--- src/rtl/dmem_ctrl.sv ---
// rtl/dmem_ctrl.sv - load/store controller and round-robin arbiter for the word-wide data memory
//
// Shares one 32-bit word memory (asynchronous read, write on the falling clock edge)
// between the core load/store port and the debug/loader port.
//   clk, rst                      : clock, asynchronous active-high reset
//   core_req/we/addr/size/unsigned/wdata -> core_done/err/rdata : byte-addressed core port
//   dbg_req/we/addr/wdata         -> dbg_done/err/rdata  : word-addressed debug port
//   mem_addr/wdata/we/re          -> memory,  mem_rdata <- memory
// Sub-word stores become read-modify-write; loads get lane extraction and extension.
// Misaligned, illegal-size and out-of-range accesses complete with err=1 and no memory access.

module dmem_ctrl #(
    parameter int DEPTH_WORDS = 512
) (
    input  logic        clk,
    input  logic        rst,
    input  logic        core_req,
    input  logic        core_we,
    input  logic [31:0] core_addr,
    input  logic [1:0]  core_size,
    input  logic        core_unsigned,
    input  logic [31:0] core_wdata,
    output logic        core_done,
    output logic        core_err,
    output logic [31:0] core_rdata,
    input  logic        dbg_req,
    input  logic        dbg_we,
    input  logic [29:0] dbg_addr,
    input  logic [31:0] dbg_wdata,
    output logic        dbg_done,
    output logic        dbg_err,
    output logic [31:0] dbg_rdata,
    output logic [29:0] mem_addr,
    output logic [31:0] mem_wdata,
    output logic        mem_we,
    output logic        mem_re,
    input  logic [31:0] mem_rdata
);

    localparam logic [31:0] DEPTH_U = 32'(DEPTH_WORDS);

    typedef enum logic [1:0] {IDLE, RD, WR, RESP} state_t;

    state_t      state;
    logic        last_dbg;     // 1 when the debug port won the most recent grant
    logic        r_dbg;        // owner of the transaction in flight
    logic        r_we;
    logic        r_unsigned;
    logic [1:0]  r_size;
    logic [1:0]  r_lane;
    logic [31:0] r_wdata;

    // Request selected in IDLE, normalised to a common shape for both ports
    logic        g_any;
    logic        g_dbg;
    logic        g_we;
    logic        g_uns;
    logic        g_err;
    logic [1:0]  g_size;
    logic [1:0]  g_lane;
    logic [29:0] g_waddr;
    logic [31:0] g_wdata;

    always_comb begin
        g_any = core_req | dbg_req;
        // Contention goes to whoever did not win last time
        if (core_req && dbg_req) g_dbg = ~last_dbg;
        else                     g_dbg = dbg_req;
        if (g_dbg) begin
            g_we    = dbg_we;
            g_size  = 2'b10;
            g_lane  = 2'b00;
            g_uns   = 1'b0;
            g_waddr = dbg_addr;
            g_wdata = dbg_wdata;
            g_err   = 32'(dbg_addr) >= DEPTH_U;
        end else begin
            g_we    = core_we;
            g_size  = core_size;
            g_lane  = core_addr[1:0];
            g_uns   = core_unsigned;
            g_waddr = core_addr[31:2];
            g_wdata = core_wdata;
            g_err   = (core_size == 2'b11)
                   || (core_size == 2'b01 && core_addr[0])
                   || (core_size == 2'b10 && core_addr[1:0] != 2'b00)
                   || (32'(core_addr[31:2]) >= DEPTH_U);
        end
    end

    // Lane extraction for loads and lane merge for sub-word stores
    logic [7:0]  ld_byte;
    logic [15:0] ld_half;
    logic [31:0] ld_val;
    logic [31:0] merged;

    always_comb begin
        case (r_lane)
            2'd0:    ld_byte = mem_rdata[7:0];
            2'd1:    ld_byte = mem_rdata[15:8];
            2'd2:    ld_byte = mem_rdata[23:16];
            default: ld_byte = mem_rdata[31:24];
        endcase
        ld_half = r_lane[1] ? mem_rdata[31:16] : mem_rdata[15:0];
        case (r_size)
            2'b00:   ld_val = {{24{ld_byte[7] & ~r_unsigned}}, ld_byte};
            2'b01:   ld_val = {{16{ld_half[15] & ~r_unsigned}}, ld_half};
            default: ld_val = mem_rdata;
        endcase

        merged = mem_rdata;
        if (r_size == 2'b00) begin
            case (r_lane)
                2'd0:    merged[7:0]   = r_wdata[7:0];
                2'd1:    merged[15:8]  = r_wdata[7:0];
                2'd2:    merged[23:16] = r_wdata[7:0];
                default: merged[31:24] = r_wdata[7:0];
            endcase
        end else if (r_lane[1]) begin
            merged[31:16] = r_wdata[15:0];
        end else begin
            merged[15:0]  = r_wdata[15:0];
        end
    end

    always_ff @(posedge clk or posedge rst) begin
        if (rst) begin
            state      <= IDLE;
            last_dbg   <= 1'b1;
            r_dbg      <= 1'b0;
            r_we       <= 1'b0;
            r_unsigned <= 1'b0;
            r_size     <= 2'b00;
            r_lane     <= 2'b00;
            r_wdata    <= '0;
            core_done  <= 1'b0;
            core_err   <= 1'b0;
            core_rdata <= '0;
            dbg_done   <= 1'b0;
            dbg_err    <= 1'b0;
            dbg_rdata  <= '0;
            mem_addr   <= '0;
            mem_wdata  <= '0;
            mem_we     <= 1'b0;
            mem_re     <= 1'b0;
        end else begin
            // Pulse-style outputs; set only on the transition that needs them
            core_done <= 1'b0;
            core_err  <= 1'b0;
            dbg_done  <= 1'b0;
            dbg_err   <= 1'b0;
            mem_we    <= 1'b0;
            mem_re    <= 1'b0;
            mem_wdata <= '0;
            case (state)
                IDLE: begin
                    if (g_any) begin
                        last_dbg   <= g_dbg;
                        r_dbg      <= g_dbg;
                        r_we       <= g_we;
                        r_unsigned <= g_uns;
                        r_size     <= g_size;
                        r_lane     <= g_lane;
                        r_wdata    <= g_wdata;
                        if (g_err) begin
                            state     <= RESP;
                            core_done <= ~g_dbg;
                            core_err  <= ~g_dbg;
                            dbg_done  <= g_dbg;
                            dbg_err   <= g_dbg;
                        end else if (!g_we || g_size != 2'b10) begin
                            state    <= RD;
                            mem_re   <= 1'b1;
                            mem_addr <= g_waddr;
                        end else begin
                            state     <= WR;
                            mem_we    <= 1'b1;
                            mem_addr  <= g_waddr;
                            mem_wdata <= g_wdata;
                        end
                    end
                end
                RD: begin
                    if (r_we) begin
                        // mem_wdata doubles as the merge register for the write cycle
                        state     <= WR;
                        mem_we    <= 1'b1;
                        mem_wdata <= merged;
                    end else begin
                        state <= RESP;
                        if (r_dbg) begin
                            dbg_rdata <= mem_rdata;
                            dbg_done  <= 1'b1;
                        end else begin
                            core_rdata <= ld_val;
                            core_done  <= 1'b1;
                        end
                    end
                end
                WR: begin
                    state     <= RESP;
                    core_done <= ~r_dbg;
                    dbg_done  <= r_dbg;
                end
                default: begin
                    state <= IDLE;
                end
            endcase
        end
    end

endmodule

--- config.mk ---
export PLATFORM = sky130hd
export DESIGN_NAME = dmem_ctrl
export DESIGN_NICKNAME = d
export VERILOG_FILES = /design/src/rtl/dmem_ctrl.sv
export SDC_FILE = /design/constraint.sdc
export NUM_CORES = 1
export LEC_CHECK = 0
export CAP_MARGIN = 20
export CORE_MARGIN = 2
export CORE_UTILIZATION = 34
export DETAILED_ROUTE_END_ITERATION = 10
export PLACE_DENSITY = 0.67
export SYNTH_ARGS = -nofsm -noshare
export SYNTH_HDL_FRONTEND = slang
export SYNTH_SLANG_ARGS = --single-unit
--- constraint.sdc ---
create_clock -name clk -period 6.7 [get_ports clk]
set_clock_uncertainty 0.15 [all_clocks]
set_input_delay 1.005 -clock clk [delete_from_list [all_inputs] [get_ports clk]]
set_output_delay 1.005 -clock clk [all_outputs]
set_load 0.03 [all_outputs]
==> impl_results.md, run 1 <==
* Mapped Area at 7240 sq um
* Clk_lat worst skew at 0.43 ns
* Crit end category: flip-flop
* Initial Util at 0.345
* Synthesis Warnings at 0
* Number of DRC markers in iteration 0 at 536
* RSZ-0062 raised after global routing: no
* PD cells at 449 nW/um^2
* Hold Path Class: reg2reg
* Synth area leader: dfrtp_1
* Routed WL at 25,500 microns
* Via density at 5.23
* Clk root buf: clkbuf_16
* Die footprint at 22,500 sq um
* Clock Path Buffers at 2
* Max Cap Viol at 0
* Worst-path clk slew at 0.06 ns
* Synth top area cells: dfrtp_1 (54%), mux2i_1 (6.6%), mux2_2 (5.3%), o22ai_1 (5.0%), nand2_1 (3.5%)
* CTS tree: done
* Die Width at 150 microns
* Hold Buf Count CTS at 0
* Worst Path Max Fanout at 33
* Fin. Hold Viols at 0
* Clock power frac at 0.222
* Sequential-to-total area share from yosys stat at 0.547
* Worst slew margin at 0.278
* Outcome: completed
* Layout cells sized above 1 at 0.100
* Gate count of the mapped netlist at 681
* Register area at 3960 sq um
* Ys flop type: dfrtp_1
* Routed len/inst at 20.3 microns
* Leading cell type by number of instances after synthesis: dfrtp_1
* Total CTS buffers at 17
* Pins Over Slew Limit at 0
* Io pins at 299
* Internal at 3010 uW
* Via count at 6,554
* Initial antenna violation count at 0
* Nets at 1,135
* Post-DP HPWL at 19,400 microns
* Total gr overflow at 0
* Reg power frac at 0.309
* Synth top cells by count: dfrtp_1 (157), nand2_1 (67), o22ai_1 (58)
* Slew @ Worst Pin at 1.08 ns
* Tmin final at 3.86 ns
* Number of synthesized register bits at 158
* Vias in the first global route at 6,539
* Finished Core Util at 0.531
* Post-cts sizing count at 0
* Yosys cell types at 56
* Post-synth top area share at 0.543
* Setup tns final at 0 ns
* DRC Markers at 0
* Number of H-tree levels at 4
* Peak supply drop at 218 uV
* Final Wtd Congestion at 0.890
* Clock Sinks at 158
* Fillcell total at 1,939
* Final period util at 0.576
* Mapped Nets at 852
* Finish-stage setup viols at 0
* Pin count of the biggest net entering global routing at 99
* Sw frac at 0.397
* First-pass GRT wire length at 38,100 microns
* Leakage at 0.00473 uW
* Comb pwr share at 0.469
* Async set-reset flop share out of synthesis at 1.00
* Crit path DAT at 3.96 ns
* Port buffer count at 298
* Ant. Diodes at 0
* Area occupied by multi-input gates at 3030 sq um
* Total core area at 21,000 sq um
* Antenna Nets Post-Route at 0
* TritonRoute pass-1 iters at 5
* Worst path required time at 6.80 ns
* Area grow syn2layout at 53.7%
* Post-CTS setup buffer count at 0
* Die H at 150 microns
* Post-synth EDFFs at 0
* Syn_area_per_cell at 10.6 sq um
* CP Class: in2reg
* Hold_ws at 0.327 ns
* Tot GR Track Use at 0.228
* Net load switching power at 1980 uW
* FMAX at 259 MHz
* Worst setup SP type: input port
* Rows at 53
cell usage in the layout, fill, tap and decap left out, drive strengths merged, types with 2 or more instances in the layout:
cell,Yosys,routed
or2,2,2
mux2i,48,48
bufinv,0,6
dfrtp,157,157
nand4,2,2
o21ai,44,44
o22ai,68,68
nand2b,3,3
nor4,6,6
a31oi,17,17
ha,4,4
and4,2,2
buf,17,11
clkbuf,28,26
nor2b,4,4
a21oi,16,16
nor2,49,49
nand2,67,67
and2,21,21
nand3,33,33
nor3,20,20
mux2,34,34
and3,2,2
clkdlybuf4s50,0,298
inv,14,14
or4,2,2
o221ai,2,2
a22o,2,2
power groups by stage:
stage               logic (uW)  registers (uW)  clock network [uW]
floorplan                  904            2020                   0
global placement          2330            1550                   0
detailed placement        2350            1560                   0
CTS                       2350            1540                1130
global route              2500            1580                1170
finish                    2340            1540                1110
stage by stage:
step / std cells / total power [uW] / setup slack (ns) / area [sq um]
CTS: 1251 / 5020 / 2.82 / 11100
floorplan: 681 / 2920 / 1.28 / 7240
finish: 1252 / 4990 / 2.84 / 11100
global route: 1252 / 5250 / 2.63 / 11100
global placement: 1219 / 3870 / 2.49 / 10400
detailed placement: 1219 / 3900 / 2.37 / 10400
routing by layer:
| layer | part of all wire | track usage | up-vias |
|---|---|---|---|
| li1 | - | - | 3027 |
| met1 | 0.40 | 0.282 | 3078 |
| met2 | 0.46 | 0.367 | 385 |
| met3 | 0.093 | 0.0662 | 64 |
| met4 | 0.041 | 0.105 | 0 |
| met5 | 0 | 0 | - |
worst max-delay path, cell delays in order:
cell             delay [ns]
clkdlybuf4s50_1        0.56
a21boi_4               0.69
nor2_2                 0.15
and3_1                 0.38
o21ai_4                0.90
o21ai_0                0.25
layout make-up:
| class | count | area share |
|---|---|---|
| Clock inverter | 6 | 0.0162 |
| Tap cell | 275 | 0.0309 |
| Multi-Input combinational cell | 464 | 0.273 |
| Inverter | 14 | 0.00517 |
| Clock buffer | 26 | 0.0440 |
| Sequential cell | 158 | 0.355 |
| Timing Repair Buffer | 309 | 0.276 |
registers in the layout (all words and copies together) (netlist names):
signal      count
core_rdata     32
dbg_rdata      32
mem_wdata      32
mem_addr       30
r_wdata        16
r_lane          2
r_size          2
state           2
core_done       1
core_err        1
dbg_done        1
dbg_err         1
last_dbg        1
mem_re          1
mem_we          1
r_dbg           1
r_unsigned      1
r_we            1
path summary, 6_finish.rpt:
kind / startpoint / end / slack (ns) / cells after the start
setup / recovery: dbg_req / mem_wdata[13] / 2.84 / 6
hold / removal: core_rdata[6] / core_rdata[6] / 0.33 / 2
setup reg to reg: state[0] / mem_wdata[13] / 3.46 / 8
hold reg to reg: core_rdata[6] / core_rdata[6] / 0.33 / 2
max in group asynchronous: rst / core_rdata[15] / 4.07 / 3
min in group asynchronous: rst / core_err / 0.99 / 2
kinds of logic (layout without fill, tap and decap cells):
family                     after synthesis  count (layout)  share of synthesized area
buffers and inverters                   59             355                     0.0372
adders and majority gates                4               4                    0.00692
and+or+nand+nor                        218             218                      0.144
muxes                                   83              83                      0.122
AOI/OAI and AO/OA                      159             159                      0.143
DFF                                    158             158                      0.547
Power figures use the tool's default switching activity.
==> run 2: changes to the inputs <==
==> constraint.sdc (replaced) <==
create_clock -name clk -period 3.7 [get_ports clk]
set_clock_uncertainty 0.15 [all_clocks]
set_input_delay 0.555 -clock clk [delete_from_list [all_inputs] [get_ports clk]]
set_output_delay 0.555 -clock clk [all_outputs]
set_load 0.03 [all_outputs]
==> run 2 against run 1 <==
  * Combinational power is 85% higher
  * Global-route usage is 0.24 points higher
  * Power is 81% higher
  * Via count stayed put
  * Routed wire length is 0.22% higher
  * Sequential cell count stayed put
  * Sequential share of layout area is 0.25 points lower
  * Hold slack better by 0.0049 ns
  * Die area stayed put
  * Non-clock buffer count is 9 higher
  * Critical path depth stayed put
  * Design area is 0.71% higher
  * Critical path type unchanged
==> impl_results.md, run 2 (synthesized netlist as in run 1, its figures left out) <==
* Total core area at 21,000 sq um
* Fin. Hold Viols at 0
* Post-DP HPWL at 19,500 microns
* Clock Path Buffers at 2
* Hold Buf Count CTS at 0
* FMAX at 368 MHz
* Crit end category: flip-flop
* Die Width at 150 microns
* FF-to-FF setup slack at 1.07 ns
* Worst path top cell family by delay: compound AO/OA/AOI/OAI gates
* Max Cap Viol at 0
* CP startpoint: dbg_req
* Peak supply drop at 316 uV
* Worst-path clk slew at 0.07 ns
* Antenna Nets Post-Route at 0
* Nets at 1,144
* Biggest regs: core_rdata (32), dbg_rdata (32), mem_wdata (32)
* Placed cells at 1,229
* PD cells at 805 nW/um^2
* Clock Sinks at 158
* Area grow syn2layout at 54.8%
* Slowest cell on crit path: o21ai_4
* DRC Markers at 0
* Internal at 5370 uW
* First-pass GRT wire length at 38,600 microns
* Post-CTS setup buffer count at 0
* Fillcell total at 1,911
* Final Wtd Congestion at 0.860
* Tmin final at 2.72 ns
* Layout cells sized above 1 at 0.113
* CTS tree: done
* Outcome: completed
* RSZ-0062 raised after global routing: no
* Worst Path Max Fanout at 33
* Port buffer count at 298
* Rows at 53
* Worst setup SP type: input port
* Finish-stage setup viols at 0
* Routed len/inst at 20.2 microns
* Most frequent cells in the layout: clkdlybuf4s50_1 (298), dfrtp_1 (157), nand2_1 (67)
* Via count at 6,554
* Clk_lat worst skew at 0.42 ns
* Hold-critical path endpoint: r_wdata[9]
* Vias in the first global route at 6,651
* TritonRoute pass-1 iters at 5
* Io pins at 299
* Total CTS buffers at 17
* Comb pwr share at 0.479
* Min-Delay Startpoint: r_wdata[9]
* Worst path required time at 3.80 ns
* CP Class: in2reg
* Pin count of the biggest net entering global routing at 54
* Number of DRC markers in iteration 0 at 483
* Number of H-tree levels at 4
* Hold depth at 2
* Clock power frac at 0.214
* Reg power frac at 0.307
* Initial Util at 0.345
* Buf+Inv Stages, Crit Path at 1
* Commonest non-fill, non-tap cell in the layout: clkdlybuf4s50_1
* Tot GR Track Use at 0.230
* Net load switching power at 3660 uW
* Hold Path Class: reg2reg
* Crit path DAT at 2.82 ns
* Initial antenna violation count at 0
* Final Non-Filler Cells at 1,261
* Die footprint at 22,500 sq um
* Finished Core Util at 0.535
* Hold_ws at 0.331 ns
* Clk root buf: clkbuf_16
* Leakage at 0.00477 uW
* Ant. Diodes at 0
* Reg2reg end: mem_wdata[12]
* Routed WL at 25,500 microns
* Worst slew margin at 0.280
* Via density at 5.20
* Worst Reg-to-Reg Cells at 7
* Sw frac at 0.405
* Total gr overflow at 0
* Die H at 150 microns
* Post-cts sizing count at 0
* Pins Over Slew Limit at 0
* Worst stage delay on the critical path at 0.85 ns
* Critical-path cell list: clkdlybuf4s50_1, a21boi_4, nor2_2, and3_1, o21ai_4, o21ai_0
* Final period util at 0.735
* Slew @ Worst Pin at 1.08 ns
* FF-to-FF Start: state[0]
* Setup tns final at 0 ns
run 2: cell types whose count changed in the layout (fill, tap and decap cells not counted), moves of 3 or more:
| cell | change |
|---|---|
| clkinv_4 | +3 |
| clkinv_2 | +3 |
| clkbuf_1 | -4 |
| buf_4 | +6 |
| buf_12 | +3 |
| clkbuf_8 | -3 |
run 2: how the worst max path moves through the flow:
stage | cells after the start | endpoint | slack [ns]
global placement | 6 | mem_wdata[13] | 0.62
floorplan | 1 | core_done | 0.99
finish | 6 | mem_wdata[12] | 0.98
CTS | 6 | mem_wdata[12] | 0.97
global route | 6 | mem_wdata[12] | 0.82
detailed placement | 6 | mem_wdata[12] | 0.51
run 2: metal layers:
layer | vias to the layer above | routed length (microns) | part of all wire | GRT usage
met5 | - | 0 | 0 | 0
met4 | 0 | 486 | 0.019 | 0.0679
met3 | 31 | 1920 | 0.075 | 0.0524
met2 | 317 | 12600 | 0.49 | 0.389
met1 | 3157 | 10500 | 0.41 | 0.294
li1 | 3049 | - | - | -
run 2: layout make-up:
cell class              instances  area, sq um  area share
clock buffers                  19          433      0.0386
clock inverters                13          211      0.0189
inverters                      14         56.3     0.00503
multi-input cells             464         3030       0.271
flip-flops and latches        158         3960       0.353
well taps                     275          344      0.0307
repair buffers                318         3170       0.283
run 2: worst register-to-register path, delay by kind of cell (launching register included):
family / cells / cell delay [ns]
adder cells (fa/ha/maj): 1 / 0.29
AO/OA/AOI/OAI: 3 / 1.21
AND/OR/NAND/NOR: 2 / 0.33
buffers and inverters: 1 / 0.08
flip-flops: 1 / 0.40
run 2: metrics by stage:
stage	setup WS [ns]	area [sq um]	total power, uW
after CTS	0.967	11200	9090
after global routing	0.820	11200	9520
after global placement	0.620	10600	7070
final	0.979	11200	9020
after floorplan	0.995	7240	5290
after detailed placement	0.510	10600	7140
run 2: power by group through the flow:
| stage | sequential (uW) | combinational [uW] | clock (uW) |
|---|---|---|---|
| after floorplan | 3650 | 1640 | 0 |
| after global placement | 2780 | 4300 | 0 |
| after detailed placement | 2800 | 4330 | 0 |
| after CTS | 2770 | 4350 | 1980 |
| after global routing | 2850 | 4630 | 2040 |
| final | 2770 | 4320 | 1940 |
==> run 3: changes to the inputs <==
--- a/config.mk
+++ b/config.mk
@@ -9,7 +9,7 @@
 export CORE_MARGIN = 2
 export CORE_UTILIZATION = 34
 export DETAILED_ROUTE_END_ITERATION = 10
-export PLACE_DENSITY = 0.67
+export PLACE_DENSITY = 0.69
 export SYNTH_ARGS = -nofsm -noshare
 export SYNTH_HDL_FRONTEND = slang
 export SYNTH_SLANG_ARGS = --single-unit
==> constraint.sdc (replaced) <==
create_clock -name clk -period 2.2 [get_ports clk]
set_clock_uncertainty 0.15 [all_clocks]
set_input_delay 0.33 -clock clk [delete_from_list [all_inputs] [get_ports clk]]
set_output_delay 0.33 -clock clk [all_outputs]
set_load 0.03 [all_outputs]
==> run 3 against run 2 <==
  * Global-route usage grew 0.48 points
  * Sequential power grew 67%
  * Worst setup slack lost 0.88 ns
  * Utilization grew 2.0 points
  * Via count grew 4.4%
  * Power grew 66%
  * Register-to-register slack lost 0.93 ns
  * Combinational power grew 75%
  * Highest routed layer unchanged
==> impl_results.md, run 3 (synthesized netlist as in run 1, its figures left out) <==
* Fillcell total at 1,874
* Worst Path Max Fanout at 9
* Total core area at 21,000 sq um
* Worst-path clk slew at 0.07 ns
* Total CTS buffers at 17
* Comb pwr share at 0.504
* Area occupied by multi-input gates at 3040 sq um
* Initial Util at 0.345
* Setup WS post-layout at 0.0994 ns
* Via count at 6,841
* Die H at 150 microns
* Number of H-tree levels at 4
* Crit end category: flip-flop
* Hold Path Class: in2async
* Max Cap Viol at 0
* Clk root buf: clkbuf_16
* Final period util at 0.955
* FF-to-FF setup slack at 0.14 ns
* Worst path required time at 2.37 ns
* Post-Place Setup Slack at -0.343 ns
* Initial antenna violation count at 0
* Die footprint at 22,500 sq um
* Net load switching power at 6300 uW
* Layout cells sized above 1 at 0.166
* Worst setup SP type: input port
* Via density at 5.17
* Routed len/inst at 19.7 microns
* Final Wtd Congestion at 0.927
* Outcome: completed
* Most frequent cells in the layout: clkdlybuf4s50_1 (298), dfrtp_1 (157), buf_4 (74)
* Worst slew margin at 0.627
* Clock power frac at 0.188
* Worst stage delay on the critical path at 0.54 ns
* Internal at 8690 uW
* PD cells at 1290 nW/um^2
* Reg2reg end: mem_wdata[10]
* Antenna Nets Post-Route at 0
* Routed WL at 26,100 microns
* Io pins at 299
* Area grow syn2layout at 60.6%
* Register area at 3960 sq um
* FF-to-FF Start: state[0]
* Setup tns final at 0 ns
* Slowest cell on crit path: or4_1
* Pins Over Slew Limit at 0
* First-pass GRT wire length at 39,300 microns
* Finish-stage setup viols at 0
* Peak supply drop at 655 uV
* Worst Reg-to-Reg Cells at 8
* Slew @ Worst Pin at 0.556 ns
* Nets at 1,205
* Ant. Diodes at 0
* Post-DP HPWL at 20,600 microns
* TritonRoute pass-1 iters at 5
* Commonest non-fill, non-tap cell in the layout: clkdlybuf4s50_1
* Vias in the first global route at 6,769
* Rows at 53
* Pin count of the biggest net entering global routing at 66
* Critical-path cell list: clkdlybuf4s50_1, or4_1, or2_4, or3_1, o22ai_1, nor2_1
* Tot GR Track Use at 0.235
* CTS tree: done
* Number of DRC markers in iteration 0 at 452
* RSZ-0062 raised after global routing: no
* FMAX at 476 MHz
* Leakage at 0.00504 uW
* Fin. Hold Viols at 0
* DRC Markers at 0
* Biggest regs: core_rdata (32), dbg_rdata (32), mem_wdata (32)
* Port buffer count at 298
* Total gr overflow at 0
* Die Width at 150 microns
* Clock Sinks at 158
* Clock Path Buffers at 2
* Reg power frac at 0.308
* Clk_lat worst skew at 0.43 ns
* Tmin final at 2.10 ns
* Crit path DAT at 2.27 ns
* CP Class: in2reg
* Sw frac at 0.420
-- run 3: cell types whose count changed in the layout (fill, tap and decap cells not counted) --
cell	change
clkinv_2	-2
buf_4	+57
buf_6	+1
buf_12	+3
clkinvlp_4	+2
inv_8	+2
nor2b_1	-1
inv_6	+4
bufinv_16	-5
nor2b_4	+1
clkbuf_1	-1
-- run 3: timing repair --
item	CTS	global route
resized for setup	0	3
hold buffers	0	0
setup endpoints to repair	0	4
setup buffers	0	0
-- run 3: layout make-up --
cell class,count,share of cell area
clock inverters,14,0.0107
inverters,14,0.00485
repair buffers,379,0.316
well taps,275,0.0296
flip-flops and latches,158,0.340
multi-input cells,464,0.262
clock buffers,18,0.0369
-- run 3: worst max-delay path by stage --
stage,start,endpoint,slack (ns),cells past startpoint
6_report,dbg_addr[12],mem_addr[6],0.1,6
5_1_grt,state[0],mem_wdata[6],0.001,8
4_1_cts,state[0],state[0],0.09,7
3_5_place_dp,dbg_addr[12],mem_addr[5],-0.34,6
3_3_place_gp,dbg_addr[12],mem_addr[2],-0.34,6
2_1_floorplan,rst,core_done,-0.28,1
-- run 3: per-layer routing --
| layer | track usage | routed length [microns] | vias to the layer above |
|---|---|---|---|
| li1 | - | - | 3167 |
| met1 | 0.290 | 10300 | 3327 |
| met2 | 0.413 | 13300 | 322 |
| met3 | 0.0530 | 2040 | 25 |
| met4 | 0.0632 | 374 | 0 |
| met5 | 0 | 0 | - |
-- run 3: metrics by stage --
| stage | std cells | hold slack (ns) | utilization | power, uW | instance area, sq um |
|---|---|---|---|---|---|
| floorplan | 681 | 0.243 | - | 8890 | 7240 |
| global placement | 1290 | 0.315 | 0.528 | 12100 | 11100 |
| detailed placement | 1290 | 0.321 | 0.528 | 12200 | 11100 |
| CTS | 1322 | 0.243 | 0.554 | 15100 | 11600 |
| global route | 1322 | 0.265 | 0.555 | 15800 | 11600 |
| finish | 1322 | 0.225 | 0.555 | 15000 | 11600 |
-- run 3: critical path: cells and delay by family --
family	cells	cell delay [ns]
compound gates	1	0.18
simple gates	4	1.33
buf+inv	1	0.42
-- run 3: power groups by stage --
stage	registers, uW	clock network [uW]	logic, uW
6_report	4620	2810	7560
5_1_grt	4740	3020	8060
4_1_cts	4620	2870	7590
3_5_place_dp	4670	0	7570
3_3_place_gp	4640	0	7490
2_1_floorplan	6140	0	2750
